--- src/rtl/mchan_cmd_unpack.sv ---
// Assembles 3 (1D) or 5 (2D) MCHAN command words into one transfer descriptor.
// Optional macro MCHAN_CMD_LEN_CHECK_EN rejects word0 with len == 0 or len > 2^(LEN_WIDTH-1).
module mchan_cmd_unpack #(
    parameter int ADDR_WIDTH       = 32,
    parameter int LEN_WIDTH        = 17,
    parameter int TWD_COUNT_WIDTH  = 32,
    parameter int TWD_STRIDE_WIDTH = 32
) (
    input  logic                        clk_i,
    input  logic                        rst_ni,
    input  logic                        cmd_req_i,
    input  logic [31:0]                 cmd_wdata_i,
    output logic                        cmd_gnt_o,
    output logic                        out_valid_o,
    input  logic                        out_ready_i,
    output logic [LEN_WIDTH-1:0]        out_len_o,
    output logic                        out_opc_o,
    output logic                        out_inc_o,
    output logic                        out_twd_o,
    output logic [ADDR_WIDTH-1:0]       out_tcdm_add_o,
    output logic [ADDR_WIDTH-1:0]       out_ext_add_o,
    output logic [TWD_COUNT_WIDTH-1:0]  out_twd_count_o,
    output logic [TWD_STRIDE_WIDTH-1:0] out_twd_stride_o,
    output logic                        busy_o,
    output logic                        err_o
);

    typedef enum logic [2:0] {
        ST_IDLE, ST_TCDM, ST_EXT, ST_COUNT, ST_STRIDE, ST_PEND
    } state_e;

    state_e                        state_q,  state_d;
    logic [LEN_WIDTH-1:0]          len_q,    len_d;
    logic                          opc_q,    opc_d;
    logic                          inc_q,    inc_d;
    logic                          twd_q,    twd_d;
    logic [ADDR_WIDTH-1:0]         tcdm_q,   tcdm_d;
    logic [ADDR_WIDTH-1:0]         ext_q,    ext_d;
    logic [TWD_COUNT_WIDTH-1:0]    count_q,  count_d;
    logic [TWD_STRIDE_WIDTH-1:0]   stride_q, stride_d;

    logic                          accept;
    logic                          len_bad;
    logic [LEN_WIDTH-1:0]          w0_len;

    assign w0_len = cmd_wdata_i[LEN_WIDTH-1:0];
    assign accept = cmd_req_i && (state_q != ST_PEND);

`ifdef MCHAN_CMD_LEN_CHECK_EN
    localparam logic [LEN_WIDTH:0] LEN_LIMIT = {2'b01, {(LEN_WIDTH-1){1'b0}}};
    assign len_bad = (w0_len == '0) || ({1'b0, w0_len} > LEN_LIMIT);
`else
    assign len_bad = 1'b0;
`endif

    always_comb begin
        // NOTE: every variable gets its hold value first so no path through the case infers a latch.
        state_d  = state_q;
        len_d    = len_q;
        opc_d    = opc_q;
        inc_d    = inc_q;
        twd_d    = twd_q;
        tcdm_d   = tcdm_q;
        ext_d    = ext_q;
        count_d  = count_q;
        stride_d = stride_q;

        case (state_q)
            ST_IDLE: begin
                if (accept && !len_bad) begin
                    len_d   = w0_len;
                    opc_d   = cmd_wdata_i[17];
                    inc_d   = cmd_wdata_i[18];
                    twd_d   = cmd_wdata_i[19];
                    state_d = ST_TCDM;
                    // 1D descriptors must present zero count/stride downstream
                    if (!cmd_wdata_i[19]) begin
                        count_d  = '0;
                        stride_d = '0;
                    end
                end
            end
            ST_TCDM: begin
                if (accept) begin
                    tcdm_d  = cmd_wdata_i[ADDR_WIDTH-1:0];
                    state_d = ST_EXT;
                end
            end
            ST_EXT: begin
                if (accept) begin
                    ext_d   = cmd_wdata_i[ADDR_WIDTH-1:0];
                    state_d = twd_q ? ST_COUNT : ST_PEND;
                end
            end
            ST_COUNT: begin
                if (accept) begin
                    count_d = cmd_wdata_i[TWD_COUNT_WIDTH-1:0];
                    state_d = ST_STRIDE;
                end
            end
            ST_STRIDE: begin
                if (accept) begin
                    stride_d = cmd_wdata_i[TWD_STRIDE_WIDTH-1:0];
                    state_d  = ST_PEND;
                end
            end
            ST_PEND: begin
                if (out_ready_i) begin
                    state_d = ST_IDLE;
                end
            end
            default: state_d = ST_IDLE;
        endcase
    end

    always_ff @(posedge clk_i) begin
        // NOTE: non-blocking assignments so every flop samples pre-edge values regardless of statement order.
        if (!rst_ni) begin
            state_q  <= ST_IDLE;
            len_q    <= '0;
            opc_q    <= 1'b0;
            inc_q    <= 1'b0;
            twd_q    <= 1'b0;
            tcdm_q   <= '0;
            ext_q    <= '0;
            count_q  <= '0;
            stride_q <= '0;
        end else begin
            state_q  <= state_d;
            len_q    <= len_d;
            opc_q    <= opc_d;
            inc_q    <= inc_d;
            twd_q    <= twd_d;
            tcdm_q   <= tcdm_d;
            ext_q    <= ext_d;
            count_q  <= count_d;
            stride_q <= stride_d;
        end
    end

`ifdef MCHAN_CMD_LEN_CHECK_EN
    logic err_q, err_d;

    always_comb begin
        err_d = accept && (state_q == ST_IDLE) && len_bad;
    end

    always_ff @(posedge clk_i) begin
        if (!rst_ni) begin
            err_q <= 1'b0;
        end else begin
            err_q <= err_d;
        end
    end

    assign err_o = err_q;
`else
    assign err_o = 1'b0;
`endif

    assign cmd_gnt_o        = accept;
    assign out_valid_o      = (state_q == ST_PEND);
    assign busy_o           = (state_q != ST_IDLE);
    assign out_len_o        = len_q;
    assign out_opc_o        = opc_q;
    assign out_inc_o        = inc_q;
    assign out_twd_o        = twd_q;
    assign out_tcdm_add_o   = tcdm_q;
    assign out_ext_add_o    = ext_q;
    assign out_twd_count_o  = count_q;
    assign out_twd_stride_o = stride_q;

endmodule
--- config.mk ---
export PLATFORM = sky130hd
export DESIGN_NAME = mchan_cmd_unpack
export DESIGN_NICKNAME = d
export VERILOG_FILES = /design/src/rtl/mchan_cmd_unpack.sv
export SDC_FILE = /design/constraint.sdc
export NUM_CORES = 1
export LEC_CHECK = 0
export BUFFER_PORTS_ARGS = -buffer_cell sky130_fd_sc_hd__buf_2
export CORE_ASPECT_RATIO = 1.4
export CORE_MARGIN = 3
export CORE_UTILIZATION = 40
export DETAILED_ROUTE_END_ITERATION = 8
export PLACE_DENSITY = 0.69
export SYNTH_ARGS = -nofsm -noshare
export SYNTH_HDL_FRONTEND = slang
export SYNTH_SLANG_ARGS = --single-unit
--- constraint.sdc ---
create_clock -name clk_i -period 1.24 [get_ports clk_i]
set_input_delay 0.248 -clock clk_i [delete_from_list [all_inputs] [get_ports clk_i]]
set_output_delay 0.248 -clock clk_i [all_outputs]
set_load 0.01 [all_outputs]
==> results of run 1 <==
what timing repair did:
item,CTS,global route
pin swaps,21,111
resized for setup,54,132
hold endpoints to repair,0,0
setup buffers,11,23
cloned,11,9
endpoints found under the setup margin,150,153
cells in the mapped netlist:
| master | number | share of area [%] |
|---|---|---|
| nand2_1 | 169 | 12 |
| dfxtp_1 | 151 | 55 |
| a21boi_1 | 81 | 11 |
| a22o_1 | 32 | 5.1 |
| a32o_1 | 31 | 5.6 |
| buf_2 | 19 | 1.7 |
| buf_6 | 13 | 2.7 |
| clkbuf_1 | 13 | 0.89 |
| buf_4 | 6 | 0.82 |
| a21boi_0 | 4 | 0.55 |
| and2_1 | 3 | 0.34 |
| o21ai_0 | 3 | 0.27 |
| and4bb_1 | 2 | 0.46 |
| inv_1 | 2 | 0.14 |
| nand2b_1 | 2 | 0.23 |
| nand4bb_1 | 2 | 0.41 |
| nor2_1 | 2 | 0.14 |
| nor2b_1 | 2 | 0.23 |
| a21o_1 | 1 | 0.14 |
| a21oi_1 | 1 | 0.091 |
| a221oi_1 | 1 | 0.16 |
| and3_1 | 1 | 0.11 |
| and4b_1 | 1 | 0.18 |
| clkbuf_8 | 1 | 0.25 |
| conb_1 | 1 | 0.068 |
| nand3b_1 | 1 | 0.14 |
| nor3_1 | 1 | 0.091 |
| nor3b_1 | 1 | 0.14 |
| nor3b_2 | 1 | 0.23 |
| nor4b_2 | 1 | 0.27 |
| o21ai_2 | 1 | 0.16 |
| o221a_2 | 1 | 0.20 |
| o32ai_1 | 1 | 0.16 |
| or3_1 | 1 | 0.11 |
| or4b_4 | 1 | 0.25 |
state kept, by name, summed over array words and instances (netlist names):
name / flops
out_ext_add_o: 32
out_inc_o: 1
out_len_o: 17
out_opc_o: 1
out_tcdm_add_o: 32
out_twd_count_o: 32
out_twd_o: 1
out_twd_stride_o: 32
state_q: 3
per-stage QoR:
stage	instance area, um2	hold slack (ns)	setup TNS (ns)	cells
after global placement	6760	0.436	-8.03	911
after CTS	7760	0.0962	-45.58	965
after detailed placement	6760	0.443	-12.22	911
after floorplan	5520	0.374	-2.08	554
after global routing	8410	0.104	-45.05	988
final	8410	0.110	-38.86	988
worst max-delay path, cell delays in order (launching register included):
cell       delay [ns]
dfxtp_4          0.35
buf_6            0.13
buf_6            0.12
nor3b_4          0.23
buf_6            0.14
a21boi_4         0.07
buf_12           0.15
clkbuf_16        0.16
a22o_1           0.18
final timing paths:
path	from	to	slack (ns)	depth (start not counted)
max	state_q[1]	out_twd_stride_o[21]	-0.39	8
min	cmd_wdata_i[30]	out_ext_add_o[30]	0.11	3
max reg2reg	state_q[1]	out_twd_stride_o[21]	-0.39	8
min reg2reg	out_ext_add_o[4]	out_ext_add_o[4]	0.45	2
cell type report:
cell class                 count  area, um2  share of cell area (%)
multi-input combinational    355       2610                    31.0
sequential                   151       3030                    36.1
clock buffer                  21        460                    5.47
inverter                       2       7.51                  0.0892
tap                          182        228                    2.71
timing repair buffer         266       1950                    23.2
clock inverter                11        124                    1.47
metal layers:
| metal | GRT usage [%] | routed length, um |
|---|---|---|
| met2 | 41.5 | 10700 |
| met1 | 25.9 | 7550 |
| met5 | 0 | 0 |
| met3 | 5.37 | 1440 |
| met4 | 10.1 | 796 |
power groups by stage:
stage	logic (mW)	clock network, mW	registers, mW
4_1_cts	1.16	5.15	5.04
6_report	1.45	5.10	5.05
3_3_place_gp	0.958	0	5.16
2_1_floorplan	0.447	0	5.21
5_1_grt	1.53	5.39	5.06
3_5_place_dp	0.981	0	5.16
logic make-up (layout without fill, tap and decap cells):
kind of cell,count (synthesis),count (layout),share of synthesized area [%]
DFF,151,151,55.0
AOI/OAI and AO/OA,157,157,23.5
buffers and inverters,54,300,6.49
and+or+nand+nor,191,197,14.9
other,1,1,0.0683
==> results.cfg, run 1 <==
[outcome]
outcome = finished, violations left
violations = setup timing

[critical_path]
cp_data_arrival_time_ns = 1.94
crit_fanout = 8
endpoint_kind = flip-flop
worstSetupPathType = reg2reg
required_ns = 1.55
critPathLaunchType = flip-flop

[power_and_ir_drop]
p_leak_nw = 3.85
power_frac_comb_pct = 12.5
sequentialPowerShare_pct = 43.6
power.total_mw = 11.6
power_density_mw_per_mm2 = 1380
p_int_mw = 8.72
switching_share_pct = 24.9
clkPwrFrac_pct = 43.9
worst_ir_drop_vdd_mv = 0.894
p_switching_mw = 2.88

[sta]
slew_viol_final = 0
post-route-worst-setup-slack_ns = -0.395
fmax_mhz = 612
finalCritPeriodShare_pct = 132
fin_skew_ns = 0.00822
rsz0062_at_grt = true
period_minus_slack_ns = 1.63
hold_viol = 0
setup_viol = 153

[floorplanning]
dieHeight_um = 145
die_w_um = 105
ios = 188
coreArea_mm2 = 0.0134
initial_utilization_pct = 41.0
die_area_mm2 = 0.0152
num_rows = 50

[drt]
drc = 0
ant_nets = 0
drt_iter0_markers = 309
vias_per_cell = 5.37
num_vias = 5304
routedWlPerCell_um = 20.7
first_pass_iters = 6
routed_wl_um = 20500

[flow_run]
max-cap-violations = 0

[synth]
synth_nets = 590
synth_seq_cells = 151
yosys.cell_types.count = 35
synth.avg_cell_area_um2 = 9.92
yosys_warnings = 0
syn_inst = 554
ys_seq_area_share_pct = 55.0
synth_area_mm2 = 0.00549

[final_layout]
post-route-util_pct = 62.9
nets = 829
fillCellCount = 1122
final_common_cell = buf_2
layout_common_cells = 185 x buf_2, 148 x dfxtp_1, 121 x nand2_1
syn2layout_area_growth_pct = 53.2
drive_gt1_share_pct = 49.8
n_antenna_cell = 0

[clocking]
clock_sinks = 151
clockBufferDepth = 2
htreeDepth = 4
postCtsHoldBufs = 0
clock_latency_ns = 0.41
cts_tree = built
cts_root_buffer = clkbuf_16
clkTransAtPathRegs_ns = 0.06
cts-buffers-inserted = 17

[grt]
grt_pass1_wl_um = 27200
antenna_found_initial = 0
grt_start_max_net_pins = 43
grt.total_usage_pct = 23.0
grt_pass1_vias = 5026
grt_overflow_total = 0

[placement]
dp_hpwl_um = 11700
portBuffers = 186
routabilityCongestion = 0.857
pre_cts_ws_ns = -0.159

[worst_hold_path]
hold_path_class = in2reg
No activity file was read; power rests on OpenSTA's default activity.
==> inputs of run 2 (changes only) <==
--- a/config.mk
+++ b/config.mk
@@ -8,9 +8,9 @@
 export BUFFER_PORTS_ARGS = -buffer_cell sky130_fd_sc_hd__buf_2
 export CORE_ASPECT_RATIO = 1.4
 export CORE_MARGIN = 3
-export CORE_UTILIZATION = 40
+export CORE_UTILIZATION = 45
 export DETAILED_ROUTE_END_ITERATION = 8
-export PLACE_DENSITY = 0.69
+export PLACE_DENSITY = 0.76
 export SYNTH_ARGS = -nofsm -noshare
 export SYNTH_HDL_FRONTEND = slang
 export SYNTH_SLANG_ARGS = --single-unit
==> run 2 against run 1 <==
Effect of this change: the run still ends with setup timing left; core utilization grew 5.9 points; combinational power shrank 9.7%; clock-buffer cell count shrank 1; non-clock buffer count shrank 3; cell area shrank 2.9%; final cell count shrank 4.0%; clock skew shrank 0.0045 ns; critical path type is now reg2out; critical endpoint is now busy_o.
==> results.cfg, run 2 (synthesized netlist as in run 1, its figures left out) <==
[outcome]
outcome = finished, violations left
violations = setup timing

[sta]
hold_viol = 0
fmax_mhz = 609
hold_ws_ns = 0.0857
setup_viol = 153
post-route-worst-setup-slack_ns = -0.403
period_minus_slack_ns = 1.64
slew_viol_final = 0
rsz0062_at_grt = true
fin_skew_ns = 0.00374
finalCritPeriodShare_pct = 132

[critical_path]
r2r_end = out_tcdm_add_o[15]
worstSetupPathType = reg2out
regToRegSetupSlack_ns = -0.35
required_ns = 0.99
crit_fanout = 4
r2r_start = state_q[2]
endpoint_kind = primary output
r2r_cells = 7
cp_data_arrival_time_ns = 1.39
critPathLaunchType = flip-flop

[clocking]
cts_root_buffer = clkbuf_16
cts_tree = built
clockBufferDepth = 2
htreeDepth = 4
clock_sinks = 151
clkTransAtPathRegs_ns = 0.06
clock_latency_ns = 0.42
postCtsHoldBufs = 0
cts-buffers-inserted = 17

[drt]
drt_iter0_markers = 403
routedWlPerCell_um = 21.0
ant_nets = 0
routed_wl_um = 19900
drc = 0
num_vias = 5380
first_pass_iters = 5
vias_per_cell = 5.68

[final_layout]
n_antenna_cell = 0
drive_gt1_share_pct = 40.8
nets = 824
syn2layout_area_growth_pct = 48.7
layout_common_cells = 185 x buf_2, 169 x nand2_1, 148 x dfxtp_1
fillCellCount = 857
final_common_cell = buf_2

[power_and_ir_drop]
switching_share_pct = 23.6
p_leak_nw = 3.70
clkPwrFrac_pct = 46.3
p_int_mw = 9.04
power.total_mw = 11.8
worst_ir_drop_vdd_mv = 1.00
p_switching_mw = 2.79
power_density_mw_per_mm2 = 1450
sequentialPowerShare_pct = 42.7
power_frac_comb_pct = 11.1

[worst_hold_path]
min_path_cells = 2
hp-start = cmd_wdata_i[20]
hold_path_class = in2reg
worstHoldEndpoint = out_twd_count_o[20]

[grt]
grt.total_usage_pct = 27.6
grt_overflow_total = 0
grt_start_max_net_pins = 84
grt_pass1_vias = 5184
grt_pass1_wl_um = 28600
antenna_found_initial = 0

[floorplanning]
num_rows = 47
initial_utilization_pct = 46.3
die_area_mm2 = 0.0136
die_w_um = 99.4
ios = 188
dieHeight_um = 137
coreArea_mm2 = 0.0119

[placement]
portBuffers = 186
routabilityCongestion = 0.827
dp_hpwl_um = 11300
pre_cts_ws_ns = -0.447

[flow_run]
max-cap-violations = 0
## run 2: changes by cell type in the layout (fill, tap and decap cells not counted), moves of 3 or more
| cell | previous run | this run |
|---|---|---|
| a21boi_1 | 56 | 77 |
| a21boi_2 | 28 | 6 |
| and2_4 | 5 | 2 |
| buf_12 | 12 | 9 |
| buf_16 | 1 | 8 |
| buf_6 | 31 | 26 |
| nand2_1 | 121 | 169 |
| nand2_2 | 33 | 0 |
| nand2_4 | 15 | 0 |
## run 2: layout make-up
class / instances / area [um2] / share of cell area (%)
timing repair buffer: 263 / 1990 / 24.4
inverter: 2 / 7.51 / 0.0919
multi-input combinational: 353 / 2320 / 28.5
clock buffer: 20 / 457 / 5.59
tap: 147 / 184 / 2.25
sequential: 151 / 3030 / 37.1
clock inverter: 12 / 174 / 2.13
## run 2: worst max path at each step
stage                           end  slack, ns  startpoint
6_report                     busy_o      -0.40  state_q[0]
5_1_grt                   cmd_gnt_o      -0.42  state_q[2]
4_1_cts                      busy_o      -0.38  state_q[2]
3_5_place_dp   out_twd_stride_o[27]      -0.45   cmd_req_i
3_3_place_gp   out_twd_stride_o[11]      -0.36   cmd_req_i
2_1_floorplan         out_len_o[10]      -0.07  state_q[2]
## run 2: through the flow
stage / std cells / util [%] / TNS [ns] / cell area [um2]
final: 948 / 68.8 / -42.75 / 8170
after global routing: 948 / 68.8 / -48.18 / 8170
after detailed placement: 868 / 55.9 / -27.41 / 6640
after floorplan: 554 / - / -2.08 / 5520
after CTS: 939 / 67.6 / -38.64 / 8030
after global placement: 868 / 55.9 / -21.07 / 6640
## run 2: what timing repair did
item / CTS / global route
gates resized for setup: 52 / 31
endpoints found under the setup margin: 151 / 153
buffers inserted: 24 / 12
cloned: 15 / 3
pin swaps: 12 / 49
## run 2: power groups by stage
stage	Sequential, mW	Combinational [mW]	Clock (mW)
finish	5.05	1.31	5.48
global route	5.06	1.38	5.73
CTS	5.04	1.23	5.51
detailed placement	5.15	0.927	0
global placement	5.15	0.903	0
floorplan	5.21	0.447	0
## run 2: worst max-delay path, cell delays in order (launching register included)
cell and delay (ns):
dfxtp_4 0.34, buf_6 0.13, or3_4 0.37, buf_6 0.14
## run 2: routing by layer
layer	share of wire, %	GRT usage (%)	up-vias
met4	5.5	15.6	0
li1	-	-	2401
met5	0	0	-
met2	52	48.5	285
met3	6.6	5.61	72
met1	36	31.0	2622
==> inputs of run 3 (changes only) <==
--- a/config.mk
+++ b/config.mk
@@ -8,9 +8,9 @@
 export BUFFER_PORTS_ARGS = -buffer_cell sky130_fd_sc_hd__buf_2
 export CORE_ASPECT_RATIO = 1.4
 export CORE_MARGIN = 3
-export CORE_UTILIZATION = 45
+export CORE_UTILIZATION = 50
 export DETAILED_ROUTE_END_ITERATION = 8
-export PLACE_DENSITY = 0.76
+export PLACE_DENSITY = 0.8
 export SYNTH_ARGS = -nofsm -noshare
 export SYNTH_HDL_FRONTEND = slang
 export SYNTH_SLANG_ARGS = --single-unit
==> constraint.sdc (replaced) <==
create_clock -name clk_i -period 1.8 [get_ports clk_i]
set_input_delay 0.36 -clock clk_i [delete_from_list [all_inputs] [get_ports clk_i]]
set_output_delay 0.36 -clock clk_i [all_outputs]
set_load 0.01 [all_outputs]
==> run 3 against run 2 <==
Effect of this change: the run now ends clean; first-iteration DRC count fell by 31%; non-clock buffer count fell by 50; sequential share of layout area rose by 5.3 points; core utilization fell by 1.1 points; via count fell by 9.7%; clock power fell by 33%; final cell count fell by 6.6%; register-to-register slack improved by 0.45 ns; hold slack improved by 0.13 ns; critical path type unchanged; critical endpoint unchanged; largest cell class unchanged; highest routed layer unchanged.
==> results.cfg, run 3 (synthesized netlist as in run 1, its figures left out) <==
[grt]
grt_pass1_wl_um = 24400
grt.total_usage_pct = 25.6
antenna_found_initial = 0
grt_overflow_total = 0
grt_start_max_net_pins = 116
grt_pass1_vias = 4798

[placement]
dp_cells = 849
portBuffers = 186
routabilityCongestion = 0.881
dp_hpwl_um = 10800
pre_cts_ws_ns = 0.182

[floorplanning]
die_w_um = 94.6
ios = 188
coreArea_mm2 = 0.0106
initial_utilization_pct = 52.0
die_area_mm2 = 0.0123
num_rows = 44
dieHeight_um = 130

[power_and_ir_drop]
switching_share_pct = 22.5
p_switching_mw = 1.75
power.total_mw = 7.78
power_frac_comb_pct = 8.1
worst_ir_drop_vdd_mv = 0.719
power_density_mw_per_mm2 = 1090
p_leak_nw = 3.27
p_int_mw = 6.02
clkPwrFrac_pct = 47.2
sequentialPowerShare_pct = 44.7

[sta]
setup_tns_ns = 0
fin_skew_ns = 0.00575
tightest_slew_ns = 0.612
setup_viol = 0
slew_viol_final = 0
finalCritPeriodShare_pct = 96.9
period_minus_slack_ns = 1.74
rsz0062_at_grt = false
fmax_mhz = 573
hold_viol = 0
relSlewSlack_pct = 59.0
post-route-worst-setup-slack_ns = 0.0563

[drt]
ant_nets = 0
drt_iter0_markers = 279
first_pass_iters = 5
routed_wl_um = 15500
num_vias = 4859
routedWlPerCell_um = 17.5
drc = 0
vias_per_cell = 5.49

[final_layout]
post-route-util_pct = 67.7
n_antenna_cell = 0
layout_common_cells = 186 x buf_2, 169 x nand2_1, 148 x dfxtp_1
drive_gt1_share_pct = 34.3
instances_no_fill = 885
final_common_cell = buf_2
nets = 770
syn2layout_area_growth_pct = 30.3

[flow_run]
max-cap-violations = 0

[critical_path]
path_cells = buf_4, or3_1, buf_2
cp_slowest_stage_delay_ns = 0.34
crit_buf_inv = 2
cpLargestDelayFamily = flip-flops
slowest_stage = dfxtp_4
worstSetupPathType = reg2out
endpoint_kind = primary output
cp_data_arrival_time_ns = 1.38
required_ns = 1.44
crit_fanout = 6
critPathLaunchType = flip-flop

[clocking]
clockBufferDepth = 2
cts_tree = built
cts_root_buffer = clkbuf_16
cts-buffers-inserted = 17
clock_sinks = 151
htreeDepth = 4
clkTransAtPathRegs_ns = 0.06
clock_latency_ns = 0.41

[outcome]
outcome = finished clean

[worst_hold_path]
hold_path_class = in2reg
## run 3: area by class of cell
cell class,instances,area [um2]
Clock buffer,19,443
Tap cell,138,173
Inverter,2,7.51
Sequential cell,151,3030
Multi-Input combinational cell,349,2150
Clock inverter,13,179
Fill cell,875,3410
Timing Repair Buffer,213,1170
## run 3: through the flow
stage	cell area [um2]	hold WS [ns]
finish	7160	0.217
global route	7160	0.216
CTS	7140	0.205
detailed placement	6480	0.443
global placement	6480	0.437
floorplan	5490	0.479
## run 3: power by group through the flow
stage          clock network (mW)  registers [mW]  logic (mW)
2_1_floorplan                   0            3.59       0.306
3_3_place_gp                    0            3.55       0.592
3_5_place_dp                    0            3.55       0.607
4_1_cts                      3.72            3.48       0.623
5_1_grt                      3.87            3.48       0.685
6_report                     3.67            3.47       0.628
## run 3: path summary, 6_finish.rpt
check                     start                  end  slack (ns)  cells past startpoint
min reg2reg  out_tcdm_add_o[10]   out_tcdm_add_o[10]        0.45                      2
max reg2reg          state_q[0]   out_twd_count_o[3]        0.10                      7
min             cmd_wdata_i[29]  out_twd_count_o[29]        0.22                      2
max                  state_q[0]               busy_o        0.06                      3
## run 3: worst reg2reg max path, stage by stage, from the launching register on
cell and delay [ns]:
dfxtp_4 0.34, buf_4 0.13, buf_4 0.14, buf_4 0.15, nor3_1 0.22, o21ai_2 0.09
buf_4 0.23, a32o_1 0.29
## run 3: timing repair
action / 4_1_cts / 5_1_grt
gates resized for setup: 6 / 4
setup endpoints to repair: 3 / 2
pin swaps: 0 / 1
buffers inserted: 3 / 1
hold buffers: 0 / 0
## run 3: routing by layer
layer	track usage (%)	up-vias	wire, um
met1	28.1	2315	5790
met2	45.5	229	8050
li1	-	2275	-
met4	12.9	0	484
met3	6.11	40	1170
met5	0	-	0
